--- src/rtl/mem_bus_arbiter.sv ---
// Two-master round-robin arbiter for the shared synchronous memory bus.
// Bursts are capped at MAX_BURST while the other master waits; acks return one cycle after issue.
module mem_bus_arbiter #(
  parameter int AW        = 8,
  parameter int DW        = 8,
  parameter int MAX_BURST = 4
) (
  input  logic          clk,
  input  logic          rst,
  input  logic          m0_req,
  input  logic          m0_we,
  input  logic [AW-1:0] m0_addr,
  input  logic [DW-1:0] m0_wdata,
  output logic          m0_gnt,
  output logic          m0_ack,
  output logic [DW-1:0] m0_rdata,
  input  logic          m1_req,
  input  logic          m1_we,
  input  logic [AW-1:0] m1_addr,
  input  logic [DW-1:0] m1_wdata,
  output logic          m1_gnt,
  output logic          m1_ack,
  output logic [DW-1:0] m1_rdata,
  output logic          mem_en,
  output logic          mem_we,
  output logic [AW-1:0] mem_addr,
  output logic [DW-1:0] mem_wdata,
  input  logic [DW-1:0] mem_rdata,
  output logic          owner,
  output logic [1:0]    dbg_state_o
);

  // Handshake: a master holds req (with we/addr/wdata stable) and an access
  // is taken in every cycle where req=1 and gnt=1; its ack pulses exactly one
  // cycle later, carrying rdata for reads, regardless of where gnt is by then.

  typedef enum logic [1:0] {
    IDLE = 2'd0,
    GNT0 = 2'd1,
    GNT1 = 2'd2
  } state_t;

  localparam int CW = $clog2(MAX_BURST) + 1;

  state_t        state_q, state_d;
  logic [CW-1:0] cnt_q, cnt_d;
  logic          owner_q, owner_d;
  logic          ack_pend_q;
  logic          ack_id_q;

  logic issue0, issue1, issue, last;

  assign issue0 = (state_q == GNT0) && m0_req;
  assign issue1 = (state_q == GNT1) && m1_req;
  assign issue  = issue0 || issue1;
  assign last   = ((cnt_q + CW'(1)) == CW'(MAX_BURST));

  always_comb begin
    state_d = state_q;
    cnt_d   = cnt_q;
    owner_d = owner_q;
    case (state_q)
      IDLE: begin
        if (m0_req && m1_req) state_d = owner_q ? GNT0 : GNT1;
        else if (m0_req)      state_d = GNT0;
        else if (m1_req)      state_d = GNT1;
      end
      GNT0: begin
        if (!m0_req)     state_d = m1_req ? GNT1 : IDLE;
        else if (last) begin
          if (m1_req)    state_d = GNT1;
          else           cnt_d   = '0;
        end
        else             cnt_d   = cnt_q + CW'(1);
      end
      GNT1: begin
        if (!m1_req)     state_d = m0_req ? GNT0 : IDLE;
        else if (last) begin
          if (m0_req)    state_d = GNT0;
          else           cnt_d   = '0;
        end
        else             cnt_d   = cnt_q + CW'(1);
      end
      default: state_d = IDLE;
    endcase
    // Any transition restarts the burst; entering a grant records the new owner.
    if (state_d != state_q) begin
      cnt_d = '0;
      if (state_d == GNT0)      owner_d = 1'b0;
      else if (state_d == GNT1) owner_d = 1'b1;
    end
  end

  always_ff @(posedge clk or posedge rst) begin
    if (rst) begin
      state_q    <= IDLE;
      cnt_q      <= '0;
      owner_q    <= 1'b1;
      ack_pend_q <= 1'b0;
      ack_id_q   <= 1'b0;
    end else begin
      state_q    <= state_d;
      cnt_q      <= cnt_d;
      owner_q    <= owner_d;
      ack_pend_q <= issue;
      ack_id_q   <= issue1;
    end
  end

  assign m0_gnt      = (state_q == GNT0);
  assign m1_gnt      = (state_q == GNT1);
  assign owner       = owner_q;
  assign dbg_state_o = state_q;

  assign mem_en    = issue;
  assign mem_we    = issue0 ? m0_we    : (issue1 ? m1_we    : 1'b0);
  assign mem_addr  = issue0 ? m0_addr  : (issue1 ? m1_addr  : '0);
  assign mem_wdata = issue0 ? m0_wdata : (issue1 ? m1_wdata : '0);

  assign m0_ack   = ack_pend_q && !ack_id_q;
  assign m1_ack   = ack_pend_q &&  ack_id_q;
  assign m0_rdata = m0_ack ? mem_rdata : '0;
  assign m1_rdata = m1_ack ? mem_rdata : '0;

endmodule

--- config.mk ---
export PLATFORM = sky130hd
export DESIGN_NAME = mem_bus_arbiter
export DESIGN_NICKNAME = d
export VERILOG_FILES = /design/src/rtl/mem_bus_arbiter.sv
export SDC_FILE = /design/constraint.sdc
export NUM_CORES = 1
export LEC_CHECK = 0
export ABC_AREA = 1
export CORE_MARGIN = 1
export CORE_UTILIZATION = 30
export CTS_CLUSTER_SIZE = 40
export DETAILED_ROUTE_END_ITERATION = 7
export GPL_TIMING_DRIVEN = 0
export PLACE_DENSITY = 0.88
export SLEW_MARGIN = 5
export SYNTH_ARGS = -nofsm -noshare
export SYNTH_HDL_FRONTEND = slang
export SYNTH_SLANG_ARGS = --single-unit
export TNS_END_PERCENT = 50
--- constraint.sdc ---
create_clock -name clk -period 4.84 [get_ports clk]
set_input_delay 0.484 -clock clk [delete_from_list [all_inputs] [get_ports clk]]
set_output_delay 0.484 -clock clk [all_outputs]
set_load 0.05 [all_outputs]
==> qor.yml <==
status: "finished clean"
crit_chain: "inv_1 > ha_1 > nand2_2 > inv_2 > buf_2 > nand2_1 > a21oi_1 > clkdlybuf4s50_1"
worst_pin_slew_ns: 0.513
switching_share: 0.598
synth_top_area_share: 0.176
cts_max_level: 1
finalCritPeriodShare: 0.650
fin_setup_tns_ns: 0
hpwl_um: 2550
slew_headroom: 0.657
placedCellCount: 301
row_count: 20
drv_slew: 0
cts_sinks: 8
grt_pass1_vias: 1271
yosys_register_bits: 8
worstPathRequired_ns: 4.36
rsz0062_at_grt: "no"
pwr-share-comb: 0.825
finalHoldViolations: 0
clk_path_buf_depth: 2
hp-class: "input pin to asynchronous set/reset pin"
layout-drive-gt1-share: 0.0920
route.antenna.remaining_nets: 0
setup_viol: 0
viasPerCell: 4.53
die_w_um: 59.5
cts_tree: "yes"
cts_resized: 0
p_int_uw: 402
critPathKind: "register to primary output"
cpMaxStageDelayCell: "clkdlybuf4s50_1"
p_leak_uw: 0.000888
p_sw_uw: 598
io_pins: 87
synth_cell_types: 22
numCtsBuffers: 3
max_freq_ghz: 0.318
design.core.area_mm2: 0.00310
cts.clk_slew.worst_paths_ns: 0.06
drv_cap: 0
cts_hold_buf: 0
seqCellArea_um2: 201
place_congestion: 0.827
clk-insertion-delay-late_ns: 0.26
finalPower_uw: 999
synth_nets: 226
cts_setup_buffers: 0
diodes: 0
drt-total-wl_um: 3160
drt_pass1_iterations: 4
startpoint_type: "register"
grt_overflow: 0
synthTopCellsByArea: "dfrtp_1, nor2_1, nand2_1, a21oi_1, ha_1"
yosysWarningCount: 0
grt_usage: 0.186
p_seq_frac: 0.120
syn_to_final_growth_pct: 92.8
grt_start_max_net_pins: 11
synth.avg_cell_area_um2: 5.74
netlist_instances: 173
arrival_ns: 2.66
drcViolationCount: 0
netlist_area_um2: 993
die_h_um: 59.5
min_period_ns: 3.15
nNetsFinal: 315
finClkSkew_ns: 0.0161
power_density_mw_per_mm2: 522
critPathBufInv: 4
cp-end-kind: "primary output"
worst_ir_drop_vdd_mv: 0.254
synth_top_area_cell: "dfrtp_1"
path_delay_family: "buffers and inverters"
multi_input_area_um2: 659
root_buffer: "clkbuf_4"
via_count: 1382
numPortBuffers: 84
initial_core_util: 0.320
finalNonFillerCells: 305
rrSetupSlack_ns: 2.86
antenna_found_initial: 0
crit_fanout: 10
power_frac_clock: 0.055
fillers: 302
dieArea_mm2: 0.00355
routedWlPerCell_um: 10.4
cp_slowest_stage_delay_ns: 0.83
ys_seq_area_frac: 0.203
grt_pass1_wl_um: 5100
first_iter_violations: 55
[layout make-up]
class / instances / share of cell area
multi-input combinational: 133 / 0.344
timing repair buffer: 84 / 0.439
sequential: 8 / 0.105
inverter: 26 / 0.0509
clock buffer: 4 / 0.0137
buffer: 6 / 0.0183
tap: 44 / 0.0287
[cell families after synthesis]
kind of cell,Yosys count,share of synthesized area
AND/OR/NAND/NOR,97,0.412
buffers and inverters,32,0.133
AO/OA/AOI/OAI,29,0.164
flip-flops,8,0.203
adder cells (fa/ha/maj),7,0.0882
[registers in the layout (all words and copies together), names as in the netlist]
signal,count
ack_pend_q,1
ack_id_q,1
cnt_q,3
dbg_state_o,2
owner,1
[power by group through the flow]
| stage | clock network, uW | logic [uW] | registers (uW) |
|---|---|---|---|
| after floorplan | 0 | 538 | 154 |
| after global placement | 0 | 817 | 120 |
| after detailed placement | 0 | 826 | 121 |
| after CTS | 58.8 | 831 | 119 |
| after global routing | 63.0 | 889 | 123 |
| final | 55.3 | 824 | 120 |
[final timing paths]
path	startpoint	end	cells after the start
worst max-delay path	dbg_state_o[0]$_DFF_PP0_	mem_addr[6]	8
worst min-delay path	rst	cnt_q[2]$_DFFE_PP0P_	2
worst max register to register	dbg_state_o[0]$_DFF_PP0_	owner$_DFFE_PP1P_	12
worst min register to register	owner$_DFFE_PP1P_	owner$_DFFE_PP1P_	2
max in group asynchronous	rst	owner$_DFFE_PP1P_	2
min in group clk	owner$_DFFE_PP1P_	owner$_DFFE_PP1P_	2
[cells in the final DEF, fill, tap and decap left out, drive strengths merged]
cell / Yosys / routed
a21oi: 25 / 25
buf: 3 / 3
nand2: 48 / 48
nand3: 4 / 4
nor2: 42 / 42
dfstp: 1 / 1
o21ai: 3 / 3
o2111ai: 1 / 1
ha: 7 / 7
nand4: 2 / 2
or2: 1 / 1
clkbuf: 3 / 7
dfrtp: 7 / 7
clkdlybuf4s50: 0 / 84
inv: 26 / 26
[cells in the mapped netlist, drive strengths merged]
cell type	number
a21oi	25
clkbuf	3
ha	7
nor2	42
nand4	2
nand3	4
or2	1
nand2	48
dfrtp	7
o21ai	3
o2111ai	1
dfstp	1
inv	26
buf	3
[metrics by stage]
stage	hold slack (ns)	instance area [um2]	setup slack, ns	utilization
after floorplan	0.299	993	1.76	-
after global placement	0.481	1890	2.00	0.609
after detailed placement	0.484	1890	1.95	0.609
after CTS	0.465	1920	1.67	0.617
after global routing	0.494	1920	1.50	0.617
final	0.460	1920	1.69	0.617
[metal layers]
layer	vias up	GRT usage	wire length (um)
met5	-	0	0
met4	0	0.0299	8
met3	2	0.0546	194
met2	54	0.347	1660
met1	613	0.210	1300
li1	713	-	-
No activity file was read; power rests on OpenSTA's default activity.
